File: config.mk
export PLATFORM = sky130hd
export DESIGN_NAME = regbus_ctrl
export DESIGN_NICKNAME = d
export VERILOG_FILES = /design/src/rtl/regbus_pkg.sv /design/src/rtl/regbus_addr_check.sv /design/src/rtl/regbus_ctrl.sv
export SDC_FILE = /design/constraint.sdc
export NUM_CORES = 1
export LEC_CHECK = 0
export CAP_MARGIN = 5
export CELL_PAD_IN_SITES_DETAIL_PLACEMENT = 1
export CELL_PAD_IN_SITES_GLOBAL_PLACEMENT = 2
export CORE_MARGIN = 2
export CORE_UTILIZATION = 30
export CTS_CLUSTER_DIAMETER = 200
export CTS_CLUSTER_SIZE = 12
export DETAILED_ROUTE_END_ITERATION = 16
export DONT_BUFFER_PORTS = 1
export GPL_TIMING_DRIVEN = 0
export PLACE_DENSITY_LB_ADDON = 0.1
export SYNTH_ARGS = -nofsm -noshare
export SYNTH_HDL_FRONTEND = slang
export SYNTH_SLANG_ARGS = --single-unit
File: constraint.sdc
create_clock -name Cclk -period 1.9 [get_ports Cclk]
set_input_delay 0.285 -clock Cclk [delete_from_list [all_inputs] [get_ports Cclk]]
set_output_delay 0.285 -clock Cclk [all_outputs]
set_load 0.005 [all_outputs]
File: src/rtl/regbus_pkg.sv
// Shared constants for the local register bus master: FSM state encoding,
// default page and bus widths.
package regbus_pkg;

  localparam int DATA_W     = 32;
  localparam int ADDR_W     = 8;
  localparam int BUS_ADDR_W = 16;

  localparam logic [7:0] PAGE_DEFAULT = 8'h90;

  localparam logic [2:0] ST_IDLE   = 3'd0;
  localparam logic [2:0] ST_SETUP  = 3'd1;
  localparam logic [2:0] ST_STROBE = 3'd2;
  localparam logic [2:0] ST_HOLD   = 3'd3;
  localparam logic [2:0] ST_DONE   = 3'd4;

  function automatic int max_int(input int a, input int b);
    return (a > b) ? a : b;
  endfunction

endpackage

File: src/rtl/regbus_addr_check.sv
// Combinational decode: the request address must sit on the register page
// and inside the populated low-byte window.
module regbus_addr_check
  import regbus_pkg::*;
#(
  parameter logic [7:0] PAGE     = PAGE_DEFAULT,
  parameter logic [7:0] ADDR_MIN = 8'hC0,
  parameter logic [7:0] ADDR_MAX = 8'hC7
) (
  input  logic [BUS_ADDR_W-1:0] addr,
  output logic                  valid
);

  // page match plus inclusive range check on the low byte
  always_comb begin
    if ((addr[15:8] == PAGE) && (addr[7:0] >= ADDR_MIN) && (addr[7:0] <= ADDR_MAX)) begin
      valid = 1'b1;
    end else begin
      valid = 1'b0;
    end
  end

endmodule

File: src/rtl/regbus_ctrl.sv
// Register-bus master: turns single-cycle slow-control requests into the
// Address/DataIn/Read/Write sequence seen by the per-address register slaves.
module regbus_ctrl
  import regbus_pkg::*;
#(
  parameter logic [7:0] PAGE     = PAGE_DEFAULT,
  parameter logic [7:0] ADDR_MIN = 8'hC0,
  parameter logic [7:0] ADDR_MAX = 8'hC7,
  parameter int         WR_PULSE = 2,
  parameter int         RD_WAIT  = 2
) (
  input  logic                  Cclk,
  input  logic                  rst,
  input  logic [BUS_ADDR_W-1:0] bus_addr,
  input  logic [DATA_W-1:0]     bus_data_in,
  input  logic                  bus_read,
  input  logic                  bus_write,
  output logic [DATA_W-1:0]     bus_data_out,
  output logic                  bus_ack,
  output logic                  bus_nack,
  output logic                  bus_unknown,
  output logic                  busy,
  output logic [ADDR_W-1:0]     Address,
  output logic [DATA_W-1:0]     DataIn,
  output logic                  Read,
  output logic                  Write,
  input  logic [DATA_W-1:0]     DataOut
);

  localparam int CNT_W = $clog2(max_int(WR_PULSE, RD_WAIT)) + 1;

  logic [2:0]        state_r, state_s;
  logic [CNT_W-1:0]  cnt_r, cnt_s;
  logic              is_write_r, is_write_s;
  logic              addr_valid_s;
  logic              req_s;
  logic [ADDR_W-1:0] address_s;
  logic [DATA_W-1:0] data_in_s;
  logic [DATA_W-1:0] data_out_s;
  logic              read_s, write_s, ack_s, nack_s, unknown_s;

  regbus_addr_check #(
    .PAGE    (PAGE),
    .ADDR_MIN(ADDR_MIN),
    .ADDR_MAX(ADDR_MAX)
  ) u_addr_check (
    .addr (bus_addr),
    .valid(addr_valid_s)
  );

  assign req_s = bus_read | bus_write;

  // next-state and next-output computation; every output is registered below
  always_comb begin
    state_s    = state_r;
    cnt_s      = cnt_r;
    is_write_s = is_write_r;
    address_s  = Address;
    data_in_s  = DataIn;
    data_out_s = bus_data_out;
    read_s     = 1'b0;
    write_s    = 1'b0;
    ack_s      = 1'b0;
    unknown_s  = 1'b0;
    case (state_r)
      ST_IDLE: begin
        if ((bus_read ^ bus_write) && addr_valid_s) begin
          state_s    = ST_SETUP;
          address_s  = bus_addr[7:0];
          is_write_s = bus_write;
          if (bus_write) begin
            data_in_s = bus_data_in;
          end else begin
            data_in_s = DataIn;
          end
        end else if (req_s) begin
          state_s   = ST_DONE;
          unknown_s = 1'b1;
        end else begin
          state_s = ST_IDLE;
        end
      end
      ST_SETUP: begin
        state_s = ST_STROBE;
        read_s  = ~is_write_r;
        write_s = is_write_r;
        if (is_write_r) begin
          cnt_s = CNT_W'(WR_PULSE);
        end else begin
          cnt_s = CNT_W'(RD_WAIT);
        end
      end
      ST_STROBE: begin
        // terminal count reached: the strobe drops on this edge
        if (cnt_r == CNT_W'(1)) begin
          if (is_write_r) begin
            state_s = ST_HOLD;
          end else begin
            state_s    = ST_DONE;
            data_out_s = DataOut;
            ack_s      = 1'b1;
            address_s  = {ADDR_W{1'b0}};
          end
        end else begin
          cnt_s   = cnt_r - CNT_W'(1);
          read_s  = ~is_write_r;
          write_s = is_write_r;
        end
      end
      ST_HOLD: begin
        state_s   = ST_DONE;
        ack_s     = 1'b1;
        address_s = {ADDR_W{1'b0}};
      end
      ST_DONE: begin
        state_s = ST_IDLE;
      end
      default: begin
        state_s   = ST_IDLE;
        address_s = {ADDR_W{1'b0}};
      end
    endcase
    if ((state_r != ST_IDLE) && req_s) begin
      nack_s = 1'b1;
    end else begin
      nack_s = 1'b0;
    end
  end

  // state and registered outputs with synchronous reset
  always_ff @(posedge Cclk) begin
    if (rst) begin
      state_r      <= ST_IDLE;
      cnt_r        <= {CNT_W{1'b0}};
      is_write_r   <= 1'b0;
      Address      <= {ADDR_W{1'b0}};
      DataIn       <= {DATA_W{1'b0}};
      bus_data_out <= {DATA_W{1'b0}};
      Read         <= 1'b0;
      Write        <= 1'b0;
      bus_ack      <= 1'b0;
      bus_nack     <= 1'b0;
      bus_unknown  <= 1'b0;
      busy         <= 1'b0;
    end else begin
      state_r      <= state_s;
      cnt_r        <= cnt_s;
      is_write_r   <= is_write_s;
      Address      <= address_s;
      DataIn       <= data_in_s;
      bus_data_out <= data_out_s;
      Read         <= read_s;
      Write        <= write_s;
      bus_ack      <= ack_s;
      bus_nack     <= nack_s;
      bus_unknown  <= unknown_s;
      busy         <= (state_s != ST_IDLE);
    end
  end

endmodule

# Word-level counts from Yosys, hierarchy flattened
# Index checks and enable logic that the tools add are counted.
# word_totals
ff_bits	84
input_bits	84
output_inout_bits	78
wordCells	66
# op_classes
addsub	1
order_cmp	2
n_eq_ne	10
n_mux	21
n_bitwise	5
reduce_logical	15
# ops
op	n
2-to-1 mux 8 bit	3
case mux 8 bit (3 select lines)	1
2-to-1 mux 3 bit	4
case mux 3 bit (4 select lines)	1
equality test 8 bit (second input constant)	1
>= comparator 8 bit (second input constant)	1
<= comparator 8 bit (second input constant)	1
!= test 2 bit (second input constant)	4
2-to-1 mux 1 bit	7
equality test 3 x 2 -> 1 bit (second input constant)	2
case mux 1 bit (2 select lines)	3
AND reduction 3 bit	2
nonzero test 3 bit	2
logical AND 1 bit	4
case mux 2 bit (2 select lines)	1
AND reduction 2 bit	2
AND reduction 4 bit	1
equality test 3 x 1 -> 1 bit (second input constant)	1
equality test 3 bit (second input constant)	1
logical NOT 3 bit	1
inverter 1 bit	3
OR reduction 3 bit	1
equality test 2 x 1 -> 1 bit (second input constant)	1
2-to-1 mux 2 bit	1
5 further kinds	5

# Longest topological paths before layout
# logic_depth
depth_word	8
mapped_depth	10
mapped_depth_nobuf	6

# Modules after synthesis
# Synthesis repeated with hierarchy kept, for this count alone.
# hier_totals
cells_unflattened	361
area_unflattened_um2	3108.0
# modules_own_cells
mod	instances	cells_per_inst	area_per_inst_um2	seq_area_each_um2
regbus_ctrl	1	356	3062.9	1681.6
regbus_addr_check	1	5	45.0	0.0

# Least setup slack after synthesis
# No wires, ideal clock.
# synth_path
path_type	input port to flip-flop
from	in bus_write
to	reg DataIn[26]
setup_time_ns	0.132
arrival_time_ns	1.856
required_time_ns	1.768
setup_slack_ns	-0.088
cell_stages	10
path_buffers	4
cell_sequence	buf_4 buf_2 inv_1 ha_1 nor4bb_1 nand4_1 buf_4 buf_2 o21ai_0 a21oi_1
# synth_via
elab_chain_cells	3
# synth_rtl
element	line_no	rtl
start, declared	regbus_ctrl.sv:17	input logic bus_write,
XOR 1 bit	regbus_ctrl.sv:67	if ((bus_read ^ bus_write) && addr_valid_s) begin
logical AND 1 bit	regbus_ctrl.sv:67	
AND reduction 3 bit (no line) *	-	
end signal, assigned	regbus_ctrl.sv:137	DataIn <= {DATA_W{1'b0}};
end signal, assigned	regbus_ctrl.sv:150	DataIn <= data_in_s;
end, declared	regbus_ctrl.sv:24	output logic [DATA_W-1:0] DataIn,
# Every way passes the cells marked *; elsewhere a longest branch is shown, timed or not.
# A chain may end at the register's enable or synchronous reset.

# Worst setup path after layout
# layout_path
from	in bus_write
to	reg Address[5]
# layout_via
elab_chain_cells	4
# layout_rtl
element	line_no	rtl
XOR 1 bit	regbus_ctrl.sv:67	
logical AND 1 bit	regbus_ctrl.sv:67	
!= test 2 bit (no line)	-	
AND reduction 4 bit (no line)	-	
end signal, assigned	regbus_ctrl.sv:136	Address <= {ADDR_W{1'b0}};
end signal, assigned	regbus_ctrl.sv:149	Address <= address_s;
end, declared	regbus_ctrl.sv:23	output logic [ADDR_W-1:0] Address,
# Every way passes these cells.

==> results_tabular.tex <==
\begin{tabular}{lr}
\hline
Metric & Value \\
\hline
\multicolumn{2}{l}{\textbf{Clocking}} \\
\quad CTS Buffer Depth & 2 \\
\quad CTS Root Buffer Type & clkbuf\_8 \\
\quad Clock-pin transition on the worst setup and hold timing paths & approximately 0.080 ns \\
\quad Clock insertion delay at the later pin of the skew report & between 0.3 and 0.4 ns \\
\quad Number of hold buffers added after CTS & 0 \\
\quad Clock Sinks & between 80 and 90 \\
\quad Max H-tree Level & 3 \\
\quad Total clock buffers created by CTS & 9 \\
\quad Clock tree from TritonCTS & yes \\
\multicolumn{2}{l}{\textbf{Floorplan}} \\
\quad Initial core utilization & a little under a third \\
\quad FP Rows & 38 \\
\quad Chip width & approximately 110 µm \\
\quad Area of the core & roughly 11000 µm² \\
\quad Area of the die & 11900 µm² \\
\quad Die height & around 110 µm \\
\quad Number of top-level pins & about 160 \\
\multicolumn{2}{l}{\textbf{Power and ir drop}} \\
\quad Internal Dissipation & approximately 2.5 mW \\
\quad Switching Power & about 0.74 mW \\
\quad Share of power burned in combinational logic & between 4 and 5\% \\
\quad Power density normalized to cell area & approximately 860 nW/µm² \\
\quad Switching power as a share of total power & a little under a quarter \\
\quad Power share of the clock group & about two fifths \\
\quad Overall power after layout & roughly 3.2 mW \\
\quad IR Drop Worst-Case VDD & 267 µV \\
\quad Leakage Power & $\sim$1.2 nW \\
\quad Sequential power share & between 50\% and 60\% \\
\multicolumn{2}{l}{\textbf{Drt}} \\
\quad Vias post-DR & between 2000 and 3000 \\
\quad Antenna violation net count after detailed routing & 0 \\
\quad Violation count after the first detailed-route iteration & 109 \\
\quad Vias per std cell & approximately 5.3 \\
\quad Initial DRT Pass Iterations & 4 \\
\quad Number of DRC violations after detailed routing & 0 \\
\quad Detailed Route WL & just over 10 mm \\
\quad Routed wirelength normalized by instance count & around 19 µm \\
\multicolumn{2}{l}{\textbf{Global routing}} \\
\quad Grt met3 use & under 10\% \\
\quad Vias in the first global route & $\sim$3000 \\
\quad Global-route wire length before repair & 15.7 mm \\
\quad Total global routing overflow & 0 \\
\quad Largest net degree at the start of global routing & 14 \\
\quad Number of antenna violations at the first check in global routing & 0 \\
\quad GR met1 Demand/Resource & about a fifth \\
\quad All-Layer GR Usage & between 10\% and 20\% \\
\quad Busiest grt layer & met2 \\
\quad Met2 usage in global routing & around 28\% \\
\multicolumn{2}{l}{\textbf{Finish}} \\
\quad Most frequent cells in the layout & dfxtp\_1, a21oi\_1, nand2\_1, o21ai\_0, nand4\_1 \\
\quad Share of final-layout standard cells stronger than drive strength 1 & 12.2\% \\
\quad Most common library cell in the layout ignoring fill and taps & dfxtp\_1 \\
\quad Synthesis-to-finish area growth & 13.4\% \\
\quad \# diodes & 0 \\
\quad FILL cells & around 1300 \\
\quad Final layout net count & between 400 and 500 \\
\multicolumn{2}{l}{\textbf{STA}} \\
\quad Final worst path period share & 94.4\% \\
\quad Setup repair after global routing missed its margin & no \\
\quad Transition at the pin with the smallest max-transition slack & around 0.62 ns \\
\quad Final hold violation count & 0 \\
\quad Slew Limit Fails & 0 \\
\quad Largest clock skew in the final design & between 0.008 and 0.009 ns \\
\quad Highest achievable clock rate & 558 MHz \\
\quad Final setup violating endpoints & 0 \\
\quad Shortest period the worst path allows & 1.79 ns \\
\quad Relative slew margins & 59.0\% \\
\quad Worst hold slack & 0.0517 ns \\
\multicolumn{2}{l}{\textbf{Min path}} \\
\quad Worst Hold Class & input pin to flip-flop \\
\multicolumn{2}{l}{\textbf{Worst setup path}} \\
\quad Setup CP Type & input pin to flip-flop \\
\quad Endpoint kind of the worst setup timing path & flip-flop \\
\quad Most used cell, CP & buf\_4 \\
\quad List of cells traversed by the critical path & buf\_4, buf\_8, inv\_1, ha\_1, nor4bb\_4, nand4\_1, buf\_4, a221oi\_1, nor3b\_1 \\
\quad CP top delay family & compound AO/OA/AOI/OAI gates \\
\quad Worst-case register-to-register setup slack & between 0.15 and 0.2 ns \\
\quad Max stage delay cell, worst path & a221oi\_1 \\
\quad Critical-path maximum fanout & 10 \\
\quad Largest stage delay on the critical path & 0.52 ns \\
\quad Required time worst endpoint & about 2.1 ns \\
\quad CP Buf/Inv Count & 4 \\
\quad Startpoint type of the worst setup path & input pin \\
\quad Arrival time of data at the critical path endpoint & 2.01 ns \\
\multicolumn{2}{l}{\textbf{Synthesis}} \\
\quad Post-synthesis average cell area & 8.43 µm² \\
\quad Xor and xnor area share after synthesis & 0\% \\
\quad Synthesized-area fraction occupied by adder cells & less than 1\% \\
\quad Share of flip-flops with an asynchronous set or reset after synthesis & 0\% \\
\quad Total of warnings raised by yosys & 0 \\
\quad Sequential element share of the synthesized area & about half \\
\quad Post-synthesis cell count & a little under 400 \\
\quad Cell variety after synth & 32 \\
\quad Post-synth EDFFs & 0 \\
\quad Fraction of the mapped netlist area in compound gates & about a fifth \\
\quad Combinational family with the most area after synthesis & simple AND/OR/NAND/NOR gates \\
\quad Synthesized netlist net count & about 480 \\
\quad Most common flop cell mapped by yosys & dfxtp\_1 \\
\quad Simple-gate area share of the yosys netlist & between 20\% and 30\% \\
\quad Multiplexer fraction of the synthesized cell area & 0\% \\
\quad Post-synthesis instance area & roughly 3300 µm² \\
\quad Post-synthesis register bit count & between 80 and 90 \\
\multicolumn{2}{l}{\textbf{Placement}} \\
\quad Final RePlAce weighted congestion & 0.732 \\
\quad Detailed placer's ending HPWL & approximately 7.5 mm \\
\quad Buffers added on ports & 0 \\
\multicolumn{2}{l}{\textbf{Outcome}} \\
\quad Status & finished, final reports clean \\
\multicolumn{2}{l}{\textbf{Job}} \\
\quad Max\_cap viols & 0 \\
\hline
\end{tabular}
-- repair_timing --
action,4_1_cts,5_1_grt
pin swaps,1,2
resized for setup,2,9
buffers inserted,1,2
setup endpoints to repair,29,65
-- worst reg2reg max path, delay by kind of cell, from the launching register on --
family	cells	cell delay (ns)
AOI/OAI and AO/OA	1	0.07
adders and majority gates	1	0.17
buffers and inverters	3	0.40
DFF	1	0.31
and+or+nand+nor	2	0.66
-- power by group through the flow --
stage	Clock [mW]	Sequential (mW)	Combinational [mW]
2_1_floorplan	0	1.81	0.0903
3_3_place_gp	0	1.81	0.131
3_5_place_dp	0	1.81	0.130
4_1_cts	1.39	1.77	0.131
5_1_grt	1.48	1.77	0.151
6_report	1.32	1.77	0.135
-- through the flow --
step / setup TNS [ns] / area (µm²) / util (%) / worst slack [ns] / cells
global route: 0 / 3750 / 34.7 / 0.00155 / 550
finish: 0 / 3750 / 34.7 / 0.107 / 550
CTS: 0 / 3710 / 34.3 / 0.0166 / 549
floorplan: 0 / 3320 / - / 0.0105 / 392
detailed placement: -17.54 / 3490 / 32.4 / -0.528 / 532
global placement: -17.62 / 3490 / 32.4 / -0.526 / 532
-- cell usage after synthesis, types with 3 or more instances --
| library cell | number | area (µm²) |
|---|---|---|
| buf_2 | 14 | 70.1 |
| nand2_1 | 67 | 251 |
| nor2_1 | 6 | 22.5 |
| buf_6 | 6 | 67.6 |
| nor3b_1 | 3 | 22.5 |
| nand2b_1 | 4 | 25.0 |
| a21oi_1 | 69 | 345 |
| dfxtp_1 | 84 | 1680 |
| o21ai_0 | 38 | 190 |
| and3_1 | 3 | 18.8 |
| clkbuf_1 | 15 | 56.3 |
| nor3_1 | 3 | 15.0 |
| nand4_1 | 34 | 213 |
| nand3_1 | 10 | 50.1 |
| buf_4 | 3 | 22.5 |
| a31oi_1 | 4 | 25.0 |
| nor4bb_1 | 3 | 30.0 |
| inv_1 | 5 | 18.8 |
-- routing by layer --
metal  share of wire (%)  vias to the layer above  wire [µm]
met5                   0                        -          0
met4                 1.4                        0        143
met3                  10                       10       1050
met2                  47                      111       4860
met1                  41                     1383       4280
li1                    -                     1409          -
-- final cells by class --
type	count	area, µm²	share of cell area, %
clock buffer	12	155	4.14
clock inverter	4	47.5	1.27
inverter	5	18.8	0.501
sequential	84	1680	44.9
buffer	37	229	6.11
timing repair buffer	3	22.5	0.601
multi-input combinational	265	1420	37.8
tap	140	175	4.67
-- flip-flops by register name, summed over array words and instances (netlist names) --
name / count
busy: 1
state_r: 3
bus_data_out: 32
bus_ack: 1
Write: 1
is_write_r: 1
bus_unknown: 1
Address: 8
cnt_r: 2
Read: 1
bus_nack: 1
DataIn: 32
-- worst paths after layout --
check                           startpoint                             to  cells past startpoint
min                            DataOut[19]  bus_data_out[19]$_SDFFE_PP0P_                      2
max                              bus_write        Address[5]$_SDFFE_PP0P_                      9
min reg2reg  bus_data_out[19]$_SDFFE_PP0P_  bus_data_out[19]$_SDFFE_PP0P_                      2
max reg2reg          cnt_r[1]$_SDFFE_PP0P_  bus_data_out[24]$_SDFFE_PP0P_                      7
-- kinds of logic (layout without fill, tap and decap cells) --
group / Yosys count / count (layout)
flip-flops: 84 / 84
buffers and inverters: 43 / 61
adder cells (fa/ha/maj): 2 / 2
AND/OR/NAND/NOR: 144 / 144
AO/OA/AOI/OAI: 119 / 119
(Power assumes the default switching activity.)
==> edit, RTL diff (config.mk and constraints unchanged) <==
Set the parameter `RD_WAIT` to 4 (it was 2).
--- a/src/rtl/regbus_ctrl.sv
+++ b/src/rtl/regbus_ctrl.sv
@@ -7,7 +7,7 @@
   parameter logic [7:0] ADDR_MIN = 8'hC0,
   parameter logic [7:0] ADDR_MAX = 8'hC7,
   parameter int         WR_PULSE = 2,
-  parameter int         RD_WAIT  = 2
+  parameter int         RD_WAIT  = 4
 ) (
   input  logic                  Cclk,
   input  logic                  rst,
Formal check against the unedited RTL: not equivalent (Yosys sat finds a counterexample within 10 cycles, from zero or initial values and one cycle with rst high).
==> edit against the unedited design <==
Maximum frequency grew 0.28%. Sequential cell count grew 1. Register-to-register slack lost 50 ps. Setup slack gained 4.9 ps. Worst hold slack lost 6.1 ps. Power shrank 3.5%. Count of clock-buffer cells in the layout shrank 3. First-iteration DRC count shrank 9.2%. Routed wire length grew 1.5%. Synthesized area grew 0.98%. Non-clock buffer count grew 1. Cell area grew 0.63%. Highest routed layer unchanged.
==> edit: results <==
{
  "outcome": "complete, no violations",
  "syn_inst": 396,
  "drive_above_1_share_pct": 11.81,
  "holdPathEnd": "bus_data_out[2]$_SDFFE_PP0P_",
  "nNonClkInverters": 6,
  "placed_cells": 536,
  "place_ws_ps": -422.7,
  "layout.nets": 497,
  "post_dp_cell_area_um2": 3533,
  "syn_nets": 483,
  "num_vias": 2949,
  "crit_path_end": "DataIn[30]$_SDFFE_PP0P_",
  "dr.first_iter.drc_count": 99,
  "synth-seq-cells": 85,
  "grt_pass1_vias": 3049,
  "drt-vias-per-instance": 5.314,
  "ys_top_cells_by_area": "dfxtp_1 51%, a21oi_1 10%, nand2_1 7.9%",
  "synth-xor-area-share_pct": 0.2624,
  "worstRegToRegCells": 6,
  "grtUsageTotal_pct": 17.26,
  "r2r_slack_ps": 110,
  "cp.arrival_ps": 2070,
  "grt_pass1_wl_um": 15790,
  "crit_path_start": "state_r[0]$_SDFF_PP0_",
  "ir_drop_uv": 386.7
}
edit: metal layers:
metal | vias to the layer above | global-route usage, % | wire length, µm
met5 | - | 0 | 0
met4 | 0 | 5.696 | 122
met3 | 10 | 8.062 | 1175
met2 | 110 | 29.14 | 4886
met1 | 1408 | 19.17 | 4291
li1 | 1421 | - | -
edit: power breakdown:
| part | leakage, µW | internal (µW) | switching [µW] | total (µW) |
|---|---|---|---|---|
| sequential | 0.000685 | 1790 | 3.76 | 1790 |
| combinational | 0.000405 | 37.4 | 110 | 147 |
| clock | 0.0000856 | 479 | 699 | 1180 |
| total | 0.00118 | 2300 | 813 | 3110 |
edit: what timing repair did:
action / 4_1_cts / 5_1_grt
setup buffers: 0 / 3
setup endpoints to repair: 37 / 67
pin swaps: 0 / 1
gates resized for setup: 2 / 25
hold endpoints to repair: 0 / 0
edit: critical path: stages (launching register included):
cell      delay (ps)
dfxtp_1          320
buf_2            190
nor3_4           250
buf_4            190
clkbuf_1         420
nand4_1          160
a21oi_1          180
